File: src/rtl/ram_program_loader_pkg.sv
// Shared definitions for the RAM program loader.
// Contents:
//   DATA_WIDTH            machine word / stream byte width
//   LOADER_MAGIC_DEFAULT  default frame start byte
//   loader_state_t        loader FSM state encoding
//   sum_zero()            true when two bytes add to zero modulo 2**DATA_WIDTH
package ram_program_loader_pkg;

    localparam int unsigned DATA_WIDTH = 8;
    localparam logic [DATA_WIDTH-1:0] LOADER_MAGIC_DEFAULT = 8'hA5;

    typedef enum logic [2:0] {
        StIdle,
        StLen,
        StData,
        StCsum,
        StVerify,
        StDone,
        StError
    } loader_state_t;

    function automatic logic sum_zero(input logic [DATA_WIDTH-1:0] a,
                                      input logic [DATA_WIDTH-1:0] b);
        logic [DATA_WIDTH-1:0] t;
        t = a + b;
        return t == '0;
    endfunction

endpackage

File: src/rtl/ram_program_loader_if.sv
// Valid/ready byte stream feeding the program loader.
// Signals:
//   in_data   stream byte
//   in_valid  in_data valid (producer holds the byte until accepted)
//   in_ready  consumer accepts the byte this cycle
// Modports: master = byte producer, slave = loader.
interface ram_program_loader_if;
    import ram_program_loader_pkg::*;

    logic [DATA_WIDTH-1:0] in_data;
    logic                  in_valid;
    logic                  in_ready;

    modport master (output in_data, output in_valid, input in_ready);
    modport slave  (input in_data, input in_valid, output in_ready);

endinterface

File: src/rtl/ram_program_loader.sv
// Byte-stream boot loader in front of the computer's RAM.
// Receives a frame MAGIC, LEN, LEN data bytes, CSUM; writes the data to RAM from address 0 and
// keeps the CPU in reset until an image with (LEN + sum(data) + CSUM) mod 256 == 0 is resident.
// Optional feature: define LOADER_READBACK_EN to re-read the image from RAM and re-check the
// checksum before releasing the CPU. Without it ram_re is tied 0 and ram_rdata is ignored.
// Ports:
//   clk, reset_n     clock, asynchronous active-low reset
//   stream (slave)   in_data / in_valid / in_ready byte stream
//   rearm            1-cycle pulse: leave DONE/ERROR, return to IDLE
//   ram_we/addr/wdata  RAM write port (1-cycle pulse per data byte)
//   ram_re, ram_rdata  RAM read port used only by readback verify
//   cpu_hold         1 = hold CPU in reset (flop-driven)
//   load_done        image loaded and verified
//   load_error       frame rejected; sticky until rearm/reset
module ram_program_loader
    import ram_program_loader_pkg::*;
#(
    parameter int unsigned           ADDR_WIDTH   = 4,
    parameter logic [DATA_WIDTH-1:0] LOADER_MAGIC = LOADER_MAGIC_DEFAULT
) (
    input  logic                  clk,
    input  logic                  reset_n,
    ram_program_loader_if.slave   stream,
    input  logic                  rearm,
    output logic                  ram_we,
    output logic [ADDR_WIDTH-1:0] ram_addr,
    output logic [DATA_WIDTH-1:0] ram_wdata,
    output logic                  ram_re,
    input  logic [DATA_WIDTH-1:0] ram_rdata,
    output logic                  cpu_hold,
    output logic                  load_done,
    output logic                  load_error
);

    // Counters are one bit wider than the address so LEN == capacity is representable.
    localparam int unsigned           CW       = ADDR_WIDTH + 1;
    localparam logic [DATA_WIDTH-1:0] CAP_BYTE = DATA_WIDTH'(2 ** ADDR_WIDTH);

    loader_state_t state_q, state_d;

    logic                  in_ready_q, in_ready_d;
    logic                  ram_we_q, ram_we_d;
    logic [ADDR_WIDTH-1:0] ram_addr_q, ram_addr_d;
    logic [DATA_WIDTH-1:0] ram_wdata_q, ram_wdata_d;
    logic                  cpu_hold_q, cpu_hold_d;
    logic                  load_done_q, load_done_d;
    logic                  load_error_q, load_error_d;
    logic [CW-1:0]         count_q, count_d;
    logic [CW-1:0]         ptr_q, ptr_d;
    logic [DATA_WIDTH-1:0] sum_q, sum_d;

    logic xfer;
    logic len_bad;
    logic last_data;
    logic csum_good;

    // in_ready is a flop; it only differs from "state accepts" in the first cycle after reset.
    assign xfer      = stream.in_valid & in_ready_q;
    assign len_bad   = (stream.in_data == '0) || (stream.in_data > CAP_BYTE);
    assign last_data = (ptr_q + CW'(1)) == count_q;
    assign csum_good = sum_zero(sum_q, stream.in_data);

`ifdef LOADER_READBACK_EN
    logic                  ram_re_q, ram_re_d;
    logic                  rd_pend_q;
    logic [CW-1:0]         rcv_q, rcv_d;
    logic [DATA_WIDTH-1:0] csum_q, csum_d;
    logic                  verify_end;

    assign verify_end = (rcv_q == count_q);
`endif

    // ---------------------------------------------------------------- state register
    always_ff @(posedge clk or negedge reset_n) begin
        if (!reset_n) begin
            state_q <= StIdle;
        end else begin
            state_q <= state_d;
        end
    end

    // ---------------------------------------------------------------- next state
    always_comb begin
        state_d = state_q;
        unique case (state_q)
            StIdle: begin
                if (xfer && (stream.in_data == LOADER_MAGIC)) state_d = StLen;
            end
            StLen: begin
                if (xfer) state_d = len_bad ? StError : StData;
            end
            StData: begin
                if (xfer && last_data) state_d = StCsum;
            end
            StCsum: begin
                if (xfer) begin
                    if (!csum_good) begin
                        state_d = StError;
                    end else begin
`ifdef LOADER_READBACK_EN
                        state_d = StVerify;
`else
                        state_d = StDone;
`endif
                    end
                end
            end
`ifdef LOADER_READBACK_EN
            StVerify: begin
                if (verify_end) state_d = sum_zero(sum_q, csum_q) ? StDone : StError;
            end
`endif
            StDone, StError: begin
                if (rearm) state_d = StIdle;
            end
            default: state_d = StIdle;
        endcase
    end

    // ---------------------------------------------------------------- outputs / datapath
    always_comb begin
        ram_we_d     = 1'b0;
        ram_addr_d   = ram_addr_q;
        ram_wdata_d  = ram_wdata_q;
        count_d      = count_q;
        ptr_d        = ptr_q;
        sum_d        = sum_q;
        // Flags follow the state being entered so they change on the same edge as the state.
        in_ready_d   = state_d inside {StIdle, StLen, StData, StCsum};
        cpu_hold_d   = (state_d != StDone);
        load_done_d  = (state_d == StDone);
        load_error_d = (state_d == StError);
`ifdef LOADER_READBACK_EN
        ram_re_d     = 1'b0;
        rcv_d        = rcv_q;
        csum_d       = csum_q;
`endif
        unique case (state_q)
            StLen: begin
                if (xfer) begin
                    count_d = stream.in_data[CW-1:0];
                    ptr_d   = '0;
                    sum_d   = stream.in_data;
                end
            end
            StData: begin
                if (xfer) begin
                    ram_we_d    = 1'b1;
                    ram_addr_d  = ptr_q[ADDR_WIDTH-1:0];
                    ram_wdata_d = stream.in_data;
                    ptr_d       = ptr_q + CW'(1);
                    sum_d       = sum_q + stream.in_data;
                end
            end
`ifdef LOADER_READBACK_EN
            StCsum: begin
                if (xfer) begin
                    csum_d = stream.in_data;
                    ptr_d  = '0;
                    rcv_d  = '0;
                    sum_d  = DATA_WIDTH'(count_q);
                end
            end
            StVerify: begin
                if (ptr_q < count_q) begin
                    ram_re_d   = 1'b1;
                    ram_addr_d = ptr_q[ADDR_WIDTH-1:0];
                    ptr_d      = ptr_q + CW'(1);
                end
                // Read data arrives the cycle after the registered strobe.
                if (rd_pend_q) begin
                    sum_d = sum_q + ram_rdata;
                    rcv_d = rcv_q + CW'(1);
                end
            end
`endif
            default: ;
        endcase
    end

    always_ff @(posedge clk or negedge reset_n) begin
        if (!reset_n) begin
            in_ready_q   <= 1'b0;
            ram_we_q     <= 1'b0;
            ram_addr_q   <= '0;
            ram_wdata_q  <= '0;
            cpu_hold_q   <= 1'b1;
            load_done_q  <= 1'b0;
            load_error_q <= 1'b0;
            count_q      <= '0;
            ptr_q        <= '0;
            sum_q        <= '0;
        end else begin
            in_ready_q   <= in_ready_d;
            ram_we_q     <= ram_we_d;
            ram_addr_q   <= ram_addr_d;
            ram_wdata_q  <= ram_wdata_d;
            cpu_hold_q   <= cpu_hold_d;
            load_done_q  <= load_done_d;
            load_error_q <= load_error_d;
            count_q      <= count_d;
            ptr_q        <= ptr_d;
            sum_q        <= sum_d;
        end
    end

`ifdef LOADER_READBACK_EN
    always_ff @(posedge clk or negedge reset_n) begin
        if (!reset_n) begin
            ram_re_q  <= 1'b0;
            rd_pend_q <= 1'b0;
            rcv_q     <= '0;
            csum_q    <= '0;
        end else begin
            ram_re_q  <= ram_re_d;
            rd_pend_q <= ram_re_q;
            rcv_q     <= rcv_d;
            csum_q    <= csum_d;
        end
    end

    assign ram_re = ram_re_q;
`else
    logic unused_rdata;
    assign unused_rdata = ^ram_rdata;
    assign ram_re       = 1'b0;
`endif

    assign stream.in_ready = in_ready_q;
    assign ram_we          = ram_we_q;
    assign ram_addr        = ram_addr_q;
    assign ram_wdata       = ram_wdata_q;
    assign cpu_hold        = cpu_hold_q;
    assign load_done       = load_done_q;
    assign load_error      = load_error_q;

endmodule
File: src/flat_wrapper.sv
// flat-port wrapper written by rule: the top's interface ports become plain ports
module ram_program_loader_flat import ram_program_loader_pkg::*;
#(
    parameter int unsigned           ADDR_WIDTH   = 4,
    parameter logic [DATA_WIDTH-1:0] LOADER_MAGIC = LOADER_MAGIC_DEFAULT
)
  (clk, reset_n, rearm, ram_we, ram_addr, ram_wdata, ram_re, ram_rdata, cpu_hold, load_done, load_error, stream_in_data, stream_in_valid, stream_in_ready);
  ram_program_loader_if stream_i ();
  input  logic clk;
  input  logic reset_n;
  input  logic rearm;
  output logic ram_we;
  output logic [ADDR_WIDTH-1:0] ram_addr;
  output logic [DATA_WIDTH-1:0] ram_wdata;
  output logic ram_re;
  input  logic [DATA_WIDTH-1:0] ram_rdata;
  output logic cpu_hold;
  output logic load_done;
  output logic load_error;
  input wire logic [$bits(stream_i.in_data)-1:0] stream_in_data;
  input wire logic [$bits(stream_i.in_valid)-1:0] stream_in_valid;
  output wire logic [$bits(stream_i.in_ready)-1:0] stream_in_ready;
  assign stream_i.in_data = stream_in_data;
  assign stream_i.in_valid = stream_in_valid;
  assign stream_in_ready = stream_i.in_ready;
  ram_program_loader #(.ADDR_WIDTH(ADDR_WIDTH), .LOADER_MAGIC(LOADER_MAGIC)) u_core (.clk(clk), .reset_n(reset_n), .stream(stream_i), .rearm(rearm), .ram_we(ram_we), .ram_addr(ram_addr), .ram_wdata(ram_wdata), .ram_re(ram_re), .ram_rdata(ram_rdata), .cpu_hold(cpu_hold), .load_done(load_done), .load_error(load_error));
endmodule
File: config.mk
export PLATFORM = sky130hd
export DESIGN_NAME = ram_program_loader_flat
export DESIGN_NICKNAME = d
export VERILOG_FILES = /design/src/rtl/ram_program_loader_pkg.sv /design/src/rtl/ram_program_loader_if.sv /design/src/rtl/ram_program_loader.sv /design/src/flat_wrapper.sv
export SDC_FILE = /design/constraint.sdc
export NUM_CORES = 1
export LEC_CHECK = 0
export BUFFER_PORTS_ARGS = -buffer_cell sky130_fd_sc_hd__buf_2
export CORE_UTILIZATION = 45
export DETAILED_ROUTE_END_ITERATION = 8
export PLACE_DENSITY = 0.66
export SYNTH_ARGS = -nofsm -noshare
export SYNTH_HDL_FRONTEND = slang
export SYNTH_SLANG_ARGS = --single-unit
File: constraint.sdc
create_clock -name clk -period 2.5 [get_ports clk]
set_clock_uncertainty 0.05 [all_clocks]
set_input_delay 0.375 -clock clk [delete_from_list [all_inputs] [get_ports clk]]
set_output_delay 0.375 -clock clk [all_outputs]
set_load 0.02 [all_outputs]
==> metrics.csv, run 1 <==
metric,value,unit
most frequent cells in the layout,"nand2_1, dfrtp_1, buf_2, o21ai_0",
first-pass GRT wire length,7852,microns
Routability Congestion,0.7731,
unrepaired setup endpoints after global routing,no,
Lkg Pwr,1.208,nW
Main synth FF type,dfrtp_1,
CP cell instances,ha_1 -> fa_1 -> a211oi_1 -> buf_4 -> o21ba_2 -> o211ai_1 -> nor4b_4 -> a22o_1,
"Hold-fix buffers, CTS",0,
cts bufs inserted,5,
post-route ant nets,0,
syn avg cell area,9.656,sq um
Synth top area share,43.00,%
Reg2Reg Depth,8,
pin count of the biggest net entering global routing,39,
cells after synthesis,223,
Final Worst Setup Slack,0.2189,ns
WL/cell,14.43,microns
Worst IR Drop VDD,0.3449,mV
post-synthesis sequential element count,38,
Remaining DRCs,4,
Fin Setup TNS,0,ns
DR pass1 iterations,8,
Max-cap violations,0,
die width,71.18,microns
relative slew slack,44.74,%
Compound-Gate Fraction of Synth Area,13.95,%
Tcrit/Tclk final,91.24,%
Register Area,952.2,sq um
Worst Setup Path Type,reg -> reg,
area occupied by multi-input gates,1144,sq um
CTS resizes,0,
Simple-Gate Fraction of Synth Area,23.30,%
Adder-Cell Fraction of Synth Area,5.578,%
status,finished with violations,
vias per inst,5.410,
Critical R2R Capture,u_core.load_done$_DFF_PN0_,
failing checks,design-rule violations,
critical path's largest stage delay,0.39,ns
htree depth,2,
critical path's slowest cell,dfrtp_1,
Max Slew Vio Count,0,
GR Util All Layers,20.11,%
Max Fanout on Critical Path,5,
final hold slack,0.1192,ns
share of layout cells above drive strength 1,24.23,%
"EDFF count, synth",0,
"Design Area, Final",2482,sq um
"most common cell after layout, fill and taps aside",nand2_1,
Die Y,71.18,microns
DR vias,1688,
drt initial violations,64,
Post-Route WL,4502,microns
fillers,418,
mux contribution to synthesized area,5.636,%
Hold Fails Final Rpt,0,
TritonCTS Sinks,38,
"non-filler cells, final",312,
Starting Density,48.13,%
main area contributors after synthesis,"dfrtp_1, nand2_1, mux2_2",
row count,24,
Post CTS Setup Buffer Count,0,
total power draw,2.853,mW
Hold WC Path Type,in -> async,
biggest area consumer among synthesized cells,dfrtp_1,
CTS tree,yes,
Ys Warns,0,
synth-to-layout area growth,15.28,%
DP Wirelength,3264,microns
Area after DPL,2387,sq um
vias in the first global route,1639,
grt total ovfl,0,
launch point of the worst reg-to-reg path,u_core.sum_q[0]$_DFFE_PN0P_,
core footprint,4474,sq um
clk buf depth,2,
die area,5066,sq um
dpl ws,0.07479,ns
xor/xnor share of the synthesized area,4.474,%
Worst setup EP type,register,
final net count,288,
antenna violations before repair,0,
power per standard cell area,1149,nW/um^2
Critical path origin,u_core.sum_q[0]$_DFFE_PN0P_,
Worst Path Required,2.68,ns
sequential share of the synthesized area,44.22,%
fin crit period,2.281,ns
Clock Latency Late Sink,0.29,ns
syn nets,252,
DP Cell Count,304,
final setup violation count,0,
R2R Setup Slk,0.22,ns
Root Buffer,clkbuf_8,
fin util,55.48,%
"Reg clk slew, reported paths",0.08,ns
worst setup path endpoint,u_core.load_done$_DFF_PN0_,
CP Launch Type,register,
f_max,438.4,MHz
cell area after synthesis,2153,sq um
CP Data Arrival Time,2.46,ns
Yosys cell types,55,
combinational family with the most area after synthesis,simple AND/OR/NAND/NOR gates,
Antenna diodes,0,
num ports,38,
port buffer count,28,
Post-synth ARST share,100.0,%
Worst-Margin Slew,0.8289,ns
[how the worst min path moves through the flow]
stage,endpoint,slack (ns),depth (start not counted)
floorplan,u_core.count_q[0]$_DFFE_PN0P_,0.03,0
CTS,u_core.ram_wdata[7]$_DFFE_PN0P_,0.16,1
global route,u_core.ram_wdata[7]$_DFFE_PN0P_,0.21,1
finish,u_core.ram_wdata[7]$_DFFE_PN0P_,0.12,1
global placement,u_core.ram_wdata[7]$_DFFE_PN0P_,0.40,2
detailed placement,u_core.ram_addr[1]$_DFFE_PN0P_,0.41,2
[area by class of cell]
cell class	count	share of cell area, %
Clock buffer	6	3.327
Timing Repair Buffer	37	8.367
Sequential cell	38	38.36
Multi-Input combinational cell	172	46.07
Clock inverter	2	0.5040
Inverter	5	0.7560
Tap cell	52	2.621
[where the power goes]
part	internal, mW	switching, mW
sequential	0.835	0.161
clock	0.222	0.227
combinational	0.629	0.779
total	1.69	1.17
[per-layer routing]
metal  share of wire (%)  global-route usage, %  vias to the layer above
met5                   0                      0                        -
met4                 1.6                  8.000                        0
met3                 3.5                  3.134                        7
met2                  43                  30.26                       36
met1                  52                  28.97                      789
li1                    -                      -                      856
[critical path, delay by kind of cell, from the launching register on]
kind	cells	cell delay (ns)
compound gates	4	0.66
simple gates	1	0.36
buf+inv	1	0.15
flops	1	0.39
fa+ha+maj	2	0.61
[registers in the layout (all words and copies together) (netlist names), 3 cells and up]
signal	flops
u_core.ram_wdata	8
u_core.state_q	3
u_core.ram_addr	4
u_core.ptr_q	5
u_core.count_q	5
u_core.sum_q	8
[cells in the mapped netlist, types with 3 or more instances]
master,instances
a21oi_1,6
mux2_2,9
nand2_1,52
xor2_1,6
ha_1,8
nor2b_1,5
nor3b_1,5
inv_1,5
buf_2,3
o21ai_0,15
nor4_1,3
a211oi_1,5
xnor2_1,5
dfrtp_1,37
nor2_1,8
nor3_1,3
clkbuf_1,3
nand3_1,3
[logic make-up after synthesis]
| logic type | Yosys count |
|---|---|
| AOI/OAI and AO/OA | 45 |
| DFF | 38 |
| adders and majority gates | 9 |
| buffers and inverters | 13 |
| other | 1 |
| xor gates and xnor gates | 11 |
| muxes | 11 |
| and+or+nand+nor | 95 |
No activity file was read; power rests on OpenSTA's default activity.
==> run 2, diff against run 1 <==
- CORE_UTILIZATION: 45 -> 42
- PLACE_DENSITY: 0.66 -> unset
==> run 2 against run 1 <==
  * The flow now finishes without violations
  * Global-route usage is 1.9 points lower
  * Largest cell class unchanged
  * Critical endpoint is now u_core.load_error$_DFF_PN0_
  * Clock power decreased by 2%
  * Sequential share of layout area is 0.51 points lower
  * Die area grew 6.9%
==> metrics.csv, run 2 (same netlist as run 1, synthesis figures left out) <==
metric,value,unit,change
Worst-Margin Slew,0.8260,ns,-0.002993 ns
Hold Fails Final Rpt,0,,unchanged
drt initial violations,66,,+3.1%
DR vias,1690,,+0.12%
Post CTS Setup Buffer Count,0,,unchanged
fillers,485,,+16%
Worst Path Required,2.61,ns,-0.07 ns
grt total ovfl,0,,unchanged
f_max,439.0,MHz,+0.14%
"Design Area, Final",2516,sq um,+1.4%
fin crit period,2.278,ns,-0.003162 ns
htree depth,2,,unchanged
"Reg clk slew, reported paths",0.08,ns,about the same
DR pass1 iterations,4,,-4
total power draw,2.870,mW,+0.58%
CTS tree,yes,,
Hold WC Path Type,in -> async,,
GR Util All Layers,18.23,%,-1.9 points
TritonCTS Sinks,38,,unchanged
final net count,289,,+0.35%
Max-cap violations,0,,unchanged
Area after DPL,2414,sq um,+1.1%
Tcrit/Tclk final,91.12,%,-0.13 points
Worst IR Drop VDD,0.4842,mV,+40%
synth-to-layout area growth,16.85,%,
die width,73.60,microns,+3.4%
Routability Congestion,0.8046,,+4.1%
Worst setup EP type,register,,
relative slew slack,44.94,%,+0.20 points
die area,5417,sq um,+6.9%
unrepaired setup endpoints after global routing,no,,
Reg2Reg Depth,8,,unchanged
Antenna diodes,0,,unchanged
port buffer count,28,,unchanged
Lkg Pwr,1.212,nW,+0.34%
Remaining DRCs,0,,-4
WL/cell,14.06,microns,-2.6%
final setup violation count,0,,unchanged
Starting Density,44.70,%,-3.4 points
share of layout cells above drive strength 1,25.29,%,+1.1 points
Max Fanout on Critical Path,5,,unchanged
Root Buffer,clkbuf_8,,
CP Launch Type,register,,
power per standard cell area,1141,nW/um^2,-0.77%
status,finished clean,,
final hold slack,0.1298,ns,+0.01061 ns
"most common cell after layout, fill and taps aside",nand2_1,,
first-pass GRT wire length,7348,microns,-6.4%
core footprint,4817,sq um,+7.7%
Post-Route WL,4611,microns,+2.4%
Clock Latency Late Sink,0.29,ns,about the same
antenna violations before repair,0,,unchanged
Fin Setup TNS,0,ns,unchanged
post-route ant nets,0,,unchanged
row count,25,,+4.2%
Die Y,73.60,microns,+3.4%
DP Wirelength,3408,microns,+4.4%
Worst Setup Path Type,reg -> reg,,
CP Data Arrival Time,2.39,ns,-0.07 ns
cts bufs inserted,5,,unchanged
vias in the first global route,1507,,-8.1%
Max Slew Vio Count,0,,unchanged
num ports,38,,unchanged
"Hold-fix buffers, CTS",0,,unchanged
pin count of the biggest net entering global routing,39,,unchanged
vias per inst,5.152,,-4.8%
most frequent cells in the layout,"nand2_1, dfrtp_1, buf_2, o21ai_0, buf_4",,
clk buf depth,2,,unchanged
## run 2: layer usage
| layer | global-route usage [%] | routed length [microns] | vias to the layer above |
|---|---|---|---|
| met5 | 0 | 0 | - |
| met4 | 5.128 | 40 | 0 |
| met3 | 3.841 | 155 | 5 |
| met2 | 27.22 | 1978 | 31 |
| met1 | 26.56 | 2436 | 791 |
| li1 | - | - | 863 |
## run 2: path summary, 6_finish.rpt
check,startpoint,to,slack [ns]
max,u_core.sum_q[0]$_DFFE_PN0P_,u_core.load_error$_DFF_PN0_,0.22
min,reset_n,u_core.sum_q[3]$_DFFE_PN0P_,0.13
max reg2reg,u_core.sum_q[0]$_DFFE_PN0P_,u_core.load_error$_DFF_PN0_,0.22
min reg2reg,u_core.ram_wdata[0]$_DFFE_PN0P_,u_core.ram_wdata[0]$_DFFE_PN0P_,0.42
max in group asynchronous,reset_n,u_core.ram_wdata[2]$_DFFE_PN0P_,1.75
min in group clk,stream_in_data[5],u_core.ram_wdata[5]$_DFFE_PN0P_,0.32
## run 2: worst max-delay path, cell delays in order, from the launching register on
cell	delay, ns
dfrtp_1	0.39
ha_1	0.22
fa_2	0.37
a211oi_2	0.18
buf_4	0.14
o21ba_2	0.14
o211ai_1	0.13
nor4b_4	0.41
a211oi_1	0.12
## run 2: metrics by stage
step	util [%]	setup WS [ns]	instances
6_report	52.23	0.2221	328
5_1_grt	52.23	0.03770	328
4_1_cts	52.08	0.1527	328
3_5_place_dp	50.10	0.03587	320
3_3_place_gp	50.10	0.06209	320
2_1_floorplan	-	0.2840	223
## run 2: layout make-up
cell class | count | area, sq um | share of cell area, %
multi-input combinational | 172 | 1151 | 45.75
sequential | 38 | 952.2 | 37.84
timing repair buffer | 38 | 215.2 | 8.553
tap | 67 | 83.83 | 3.332
clock buffer | 6 | 82.58 | 3.282
inverter | 5 | 18.77 | 0.7459
clock inverter | 2 | 12.51 | 0.4973
## run 2: report_power, final
part / internal, mW / total (mW) / switching (mW)
logic: 0.645 / 1.43 / 0.789
registers: 0.835 / 0.995 / 0.159
clock network: 0.222 / 0.441 / 0.220
total: 1.70 / 2.87 / 1.17
## run 2: timing repair
action / CTS / global route
hold endpoints to repair: 0 / 0
setup endpoints to repair: 0 / 3
gates resized for setup: 0 / 2
